File: src/rtl/mux_scan_sequencer_pkg.sv
// Shared definitions for the mux scan sequencer.
//   - FSM state encoding (two-bit)
//   - channel count and mux-select width
//   - default data word width
package mux_scan_sequencer_pkg;

  localparam int NUM_CH     = 4;
  localparam int CTRL_W     = 2;
  localparam int DATA_W_DEF = 16;

  typedef enum logic [1:0] {
    ST_IDLE = 2'd0,
    ST_SCAN = 2'd1,
    ST_DONE = 2'd2
  } state_t;

endpackage

File: src/rtl/mux_scan_sequencer_next_chan_find.sv
// Finds the next enabled channel strictly above the current one.
// With from_start=1 the current channel is treated as -1, so the result is
// the lowest set mask bit.
//   mask       : channel enables
//   cur        : current channel
//   from_start : ignore cur, search from channel 0
//   nxt        : next enabled channel (0 when none)
//   none       : no qualifying channel exists
module mux_scan_sequencer_next_chan_find
  import mux_scan_sequencer_pkg::*;
(
  input  logic [NUM_CH-1:0] mask,
  input  logic [CTRL_W-1:0] cur,
  input  logic              from_start,
  output logic [CTRL_W-1:0] nxt,
  output logic              none
);

  // Walk downward so the lowest qualifying channel is the last one written.
  always_comb begin
    nxt  = '0;
    none = 1'b1;
    for (int i = NUM_CH - 1; i >= 0; i--) begin
      if (mask[i] && (from_start || (i > int'(cur)))) begin
        nxt  = CTRL_W'(i);
        none = 1'b0;
      end
    end
  end

endmodule

File: src/rtl/mux_scan_sequencer.sv
// Control stage ahead of a registered 4:1 mux. On an accepted start it
// snapshots the four source words, then steps the mux select through the
// enabled channels, holding each for a programmable dwell. A one-stage tag
// pipeline marks the cycle in which the mux output carries the final-dwell
// word of each channel.
//   i_clk, i_rst        : clock, synchronous active-high reset
//   i_start             : scan request (accepted only in IDLE)
//   i_dwell             : cycles per channel, 0 behaves as 1
//   i_chan_mask         : channel enables
//   i_data_0..3         : source words
//   o_data_0..3         : snapshot words feeding the mux
//   o_ctrl              : mux select
//   o_busy / o_done     : scanning / one-cycle end pulse
//   o_sample_valid/_ch  : mux output valid and its channel tag
module mux_scan_sequencer
  import mux_scan_sequencer_pkg::*;
#(
  parameter int DATA_W  = DATA_W_DEF,
  parameter int DWELL_W = 4
) (
  input  logic               i_clk,
  input  logic               i_rst,
  input  logic               i_start,
  input  logic [DWELL_W-1:0] i_dwell,
  input  logic [NUM_CH-1:0]  i_chan_mask,
  input  logic [DATA_W-1:0]  i_data_0,
  input  logic [DATA_W-1:0]  i_data_1,
  input  logic [DATA_W-1:0]  i_data_2,
  input  logic [DATA_W-1:0]  i_data_3,
  output logic [DATA_W-1:0]  o_data_0,
  output logic [DATA_W-1:0]  o_data_1,
  output logic [DATA_W-1:0]  o_data_2,
  output logic [DATA_W-1:0]  o_data_3,
  output logic [CTRL_W-1:0]  o_ctrl,
  output logic               o_busy,
  output logic               o_done,
  output logic               o_sample_valid,
  output logic [CTRL_W-1:0]  o_sample_ch
);

  localparam logic [DWELL_W-1:0] DW_ONE = DWELL_W'(1);

  state_t                         state_q, state_d;
  logic [DWELL_W-1:0]             cnt_q, cnt_d;
  logic [DWELL_W-1:0]             dwell_q, dwell_eff;
  logic [NUM_CH-1:0]              mask_q;
  logic [NUM_CH-1:0][DATA_W-1:0]  snap_q;
  logic [CTRL_W-1:0]              ctrl_q, ctrl_d;
  logic                           accept;
  logic                           sample_valid_q;
  logic [CTRL_W-1:0]              sample_ch_q;

  logic [CTRL_W-1:0] first_ch, next_ch;
  logic              first_none, next_none;

  assign dwell_eff = (i_dwell == '0) ? DW_ONE : i_dwell;

  // Lowest enabled channel of the incoming mask, used at start.
  mux_scan_sequencer_next_chan_find u_first (
    .mask       (i_chan_mask),
    .cur        ('0),
    .from_start (1'b1),
    .nxt        (first_ch),
    .none       (first_none)
  );

  // Next enabled channel above the current select, from the latched mask.
  mux_scan_sequencer_next_chan_find u_next (
    .mask       (mask_q),
    .cur        (ctrl_q),
    .from_start (1'b0),
    .nxt        (next_ch),
    .none       (next_none)
  );

  always_comb begin
    state_d = state_q;
    cnt_d   = cnt_q;
    ctrl_d  = ctrl_q;
    accept  = 1'b0;
    case (state_q)
      ST_IDLE: begin
        if (i_start) begin
          accept = 1'b1;
          if (!first_none) begin
            ctrl_d  = first_ch;
            cnt_d   = dwell_eff - DW_ONE;
            state_d = ST_SCAN;
          end else begin
            state_d = ST_DONE;
          end
        end
      end
      ST_SCAN: begin
        if (cnt_q != '0) begin
          cnt_d = cnt_q - DW_ONE;
        end else if (next_none) begin
          // Select holds on the last channel through DONE and IDLE.
          state_d = ST_DONE;
        end else begin
          ctrl_d = next_ch;
          cnt_d  = dwell_q - DW_ONE;
        end
      end
      ST_DONE: state_d = ST_IDLE;
      default: state_d = ST_IDLE;
    endcase
  end

  always_ff @(posedge i_clk) begin
    if (i_rst) begin
      state_q        <= ST_IDLE;
      cnt_q          <= '0;
      dwell_q        <= '0;
      mask_q         <= '0;
      snap_q         <= '0;
      ctrl_q         <= '0;
      sample_valid_q <= 1'b0;
      sample_ch_q    <= '0;
    end else begin
      state_q <= state_d;
      cnt_q   <= cnt_d;
      ctrl_q  <= ctrl_d;
      if (accept) begin
        snap_q[0] <= i_data_0;
        snap_q[1] <= i_data_1;
        snap_q[2] <= i_data_2;
        snap_q[3] <= i_data_3;
        mask_q    <= i_chan_mask;
        dwell_q   <= dwell_eff;
      end
      // Tag lines up with the mux's registered output one cycle later.
      sample_valid_q <= (state_q == ST_SCAN) && (cnt_q == '0);
      sample_ch_q    <= ctrl_q;
    end
  end

  assign o_data_0       = snap_q[0];
  assign o_data_1       = snap_q[1];
  assign o_data_2       = snap_q[2];
  assign o_data_3       = snap_q[3];
  assign o_ctrl         = ctrl_q;
  assign o_busy         = (state_q == ST_SCAN);
  assign o_done         = (state_q == ST_DONE);
  assign o_sample_valid = sample_valid_q;
  assign o_sample_ch    = sample_ch_q;

endmodule

File: config.mk
export PLATFORM = sky130hd
export DESIGN_NAME = mux_scan_sequencer
export DESIGN_NICKNAME = d
export VERILOG_FILES = /design/src/rtl/mux_scan_sequencer_pkg.sv /design/src/rtl/mux_scan_sequencer_next_chan_find.sv /design/src/rtl/mux_scan_sequencer.sv
export SDC_FILE = /design/constraint.sdc
export NUM_CORES = 1
export LEC_CHECK = 0
export CAP_MARGIN = 20
export CORE_MARGIN = 3
export CORE_UTILIZATION = 42
export CTS_CLUSTER_SIZE = 8
export DETAILED_ROUTE_END_ITERATION = 12
export PLACE_DENSITY = 0.92
export SETUP_SLACK_MARGIN = 0.3
export SLEW_MARGIN = 10
export SYNTH_ARGS = -nofsm -noshare
export SYNTH_HDL_FRONTEND = slang
export SYNTH_HIERARCHICAL = 1
export SYNTH_SLANG_ARGS = --single-unit
File: constraint.sdc
create_clock -name i_clk -period 2.2 [get_ports i_clk]
set_input_delay 0.33 -clock i_clk [delete_from_list [all_inputs] [get_ports i_clk]]
set_output_delay 0.33 -clock i_clk [all_outputs]
set_load 0.02 [all_outputs]
==> impl_results.md <==
- Largest family of logic cells by synthesized area: simple AND/OR/NAND/NOR gates
- VDD IR max: between 0.4 and 0.5 mV
- Die H: 93.9 um
- Fin nets: approximately 640
- Final ANT Viol Nets: 0
- Commonest non-fill, non-tap cell in the layout: nand2_1
- Buf+Inv Stages, Crit Path: 1
- DR WL/cell: 13.5 um
- Crit path DAT: 1520 ps
- Worst-path maximum fanout: 6
- Worst reg2reg path depth: 7
- Post-synthesis cell count: 415
- Tcrit/Tclk final: 84.0%
- Status: finished, final reports clean
- Cell count along the critical path: 2
- ANT cells: 0
- Initial antenna violation count: 0
- Final WL: approximately 9000 um
- Largest net degree at the start of global routing: 84
- RSZ-0062 raised after global routing: yes
- Mapped Area: 3250 um^2
- Clock Latency Late Sink: about 340 ps
- Seq/Total Area, Yosys: 51.2%
- Row count: 31
- Cts hold-fix bufs: 0
- Setup WS pre-CTS: between 20 and 25 ps
- M1 wire length: ~3600 um
- # Post-CTS Setup Buffers: 0
- Max layer used: met4
- Max Clock Skew: 16.1 ps
- Number of distinct library cells after synthesis: 34
- Core ar.: 7370 um^2
- Reg2reg end: cnt_q[0]$_SDFFE_PP0P_
- Final HPWL DP: 6460 um
- Delay-heaviest family, CP: buffers and inverters
- Synth Register Bits: 83
- Minimum clock period: 1850 ps
- Final RePlAce weighted congestion: 0.767
- Mux share of post-synthesis cell area: under 10%
- Layout area overhead: 55.7%
- DIE WIDTH: 93.9 um
- GR Overflow Total: 0
- DRC: 0
- Post-synthesis adder-cell area fraction: less than 1%
- Vias: 3268
- Synth Area in Simple Gates: 24.4%
- R2r startpoint: mask_q[1]$_SDFFE_PP0P_
- Final Max Tran Viols: 0
- Critical Path RT: 1870 ps
- Port Buffer Count: 145
- Worst path max stage delay: 590 ps
- Synth Warn #: 6
- All-Layer GR Usage: approximately a fifth
- CTS tree: yes
- EDFF count, synth: 0
- Worst setup margin: 351 ps
- Type of origin of the critical path: flop
- Most frequent cells in the layout: 145 x nand2_1, 143 x clkdlybuf4s50_1, 82 x dfxtp_1
- CTS Buffer Depth: 2
- First-pass GRT wire length: 14500 um
- Total chip power: 3.95 mW
- Wire length on met3: 546 um
- Async SR Flop Fraction: 0%
- Final setup viols: 0
- Met2 routed WL: 4680 um
- Leak Pwr: around 1.9 nW
- Worst path cell trace: and2b_2 -> clkdlybuf4s50_1
- DR pass1 iterations: 4
- Setup TNS: 0 ps
- Critical path type: flop to output pin
- Mean Syn Cell Area: just under 8 um^2
- CP max-delay cell: clkdlybuf4s50_1
- Iteration-0 DRC Markers: 140
- Initial Util: roughly 44%
- CTS Sinks: 83
- Num CTS Buffers: 9
- Synth Area in Compound Gates: 17.4%
- Hold Path End: o_data_3[1]$_SDFFE_PP0P_
- Worst hold path class: flop to flop
- Max cap viols: 0
- Final hold violations: 0
- Min-Delay Startpoint: o_data_3[1]$_SDFFE_PP0P_
- Vias per std cell: 4.86
- Root Driver: clkbuf_8
- R2r setup slk: 500 ps
- Max Clk Rate: approximately 0.54 GHz
- CTS H-tree depth: 3
- Vias in the first global route: 3164
- Share of layout cells above drive strength 1: between 6 and 7%
- Power density over the cells: 780 nW/um^2
- Post-Synth XOR/XNOR Area: 0.539%
- Top_reg_cell synth: dfxtp_1
- Die area: a little under 9000 um^2
- Critical Path Sink Type: output pin
- Worst-path clk slew: 90 ps
- IO Pins: 146
- Cells on Worst Hold Path: 2
## synthesized netlist by cell type, types with 2 or more instances
| library cell | instances | area share (%) |
|---|---|---|
| buf_2 | 4 | 0.62 |
| o22ai_1 | 2 | 0.39 |
| buf_6 | 2 | 0.69 |
| a211oi_1 | 4 | 0.92 |
| nor3_1 | 9 | 1.4 |
| clkbuf_1 | 20 | 2.3 |
| a211o_1 | 2 | 0.54 |
| o21ai_0 | 6 | 0.92 |
| nand2_1 | 146 | 17 |
| nor2_1 | 17 | 2.0 |
| a21oi_1 | 78 | 12 |
| nand2b_1 | 3 | 0.58 |
| dfxtp_1 | 83 | 51 |
| conb_1 | 2 | 0.23 |
| o31ai_1 | 2 | 0.46 |
| mux2i_1 | 5 | 1.5 |
| inv_1 | 5 | 0.58 |
| nor2b_1 | 8 | 1.5 |
| and2_1 | 2 | 0.39 |
## state kept, by name (all words and copies together), names as in the netlist
name            cells
cnt_q               4
dwell_q             4
mask_q              4
o_ctrl              2
o_data_0           16
o_data_1           16
o_data_2           16
o_data_3           16
o_sample_ch         2
o_sample_valid      1
state_q             2
## cell type report
type	instances	area, um^2
inverter	6	25.0
clock buffer	10	138
timing repair buffer	153	1520
sequential	83	1670
fill	588	2310
clock inverter	6	71.3
tap	99	124
multi-input combinational	315	1520
## worst register-to-register path, cell delays in order (launching register included)
cell     delay [ps]
dfxtp_1         380
inv_1            80
o31ai_1         300
nor2_1          100
and2_1          170
o22ai_2         270
mux2i_1         240
nor2_1           50
## power by group
group	internal [mW]	switching, mW	total (mW)
clock	0.568	0.563	1.13
sequential	1.65	0.108	1.75
combinational	0.507	0.554	1.06
total	2.72	1.23	3.95
## stage by stage
stage	std cells	instance area, um^2	hold WS (ps)	util [%]
after detailed placement	656	4830	446	65.6
after floorplan	430	3300	432	-
after CTS	672	5040	459	68.4
final	672	5060	458	68.6
after global routing	672	5060	470	68.6
after global placement	656	4830	441	65.6
## how the worst max path moves through the flow
stage                                  startpoint                     end
final                     state_q[1]$_SDFFE_PP0P_                  o_done
after global routing               i_chan_mask[1]  o_ctrl[1]$_SDFFE_PP0P_
after CTS                 state_q[0]$_SDFFE_PP0P_                  o_done
after detailed placement           i_chan_mask[1]   cnt_q[0]$_SDFFE_PP0P_
after global placement             i_chan_mask[1]   cnt_q[0]$_SDFFE_PP0P_
after floorplan             cnt_q[3]$_SDFFE_PP0P_   cnt_q[2]$_SDFFE_PP0P_
## layer usage
| layer | track usage, % | vias to the layer above |
|---|---|---|
| li1 | - | 1652 |
| met1 | 23.3 | 1498 |
| met2 | 35.3 | 96 |
| met3 | 5.13 | 22 |
| met4 | 9.15 | 0 |
| met5 | 0 | - |
## repair_timing
action	4_1_cts	5_1_grt
pin swaps	0	1
gates resized for setup	2	3
setup endpoints to repair	2	6
## cells by family (layout without fill, tap and decap cells)
family	Yosys count	count (layout)
DFF	83	83
other	2	17
and+or+nand+nor	191	191
xor gates and xnor gates	2	2
AOI/OAI and AO/OA	99	99
buffers and inverters	32	175
muxes	5	5
adders and majority gates	1	1
No activity file was read; power rests on OpenSTA's default activity.
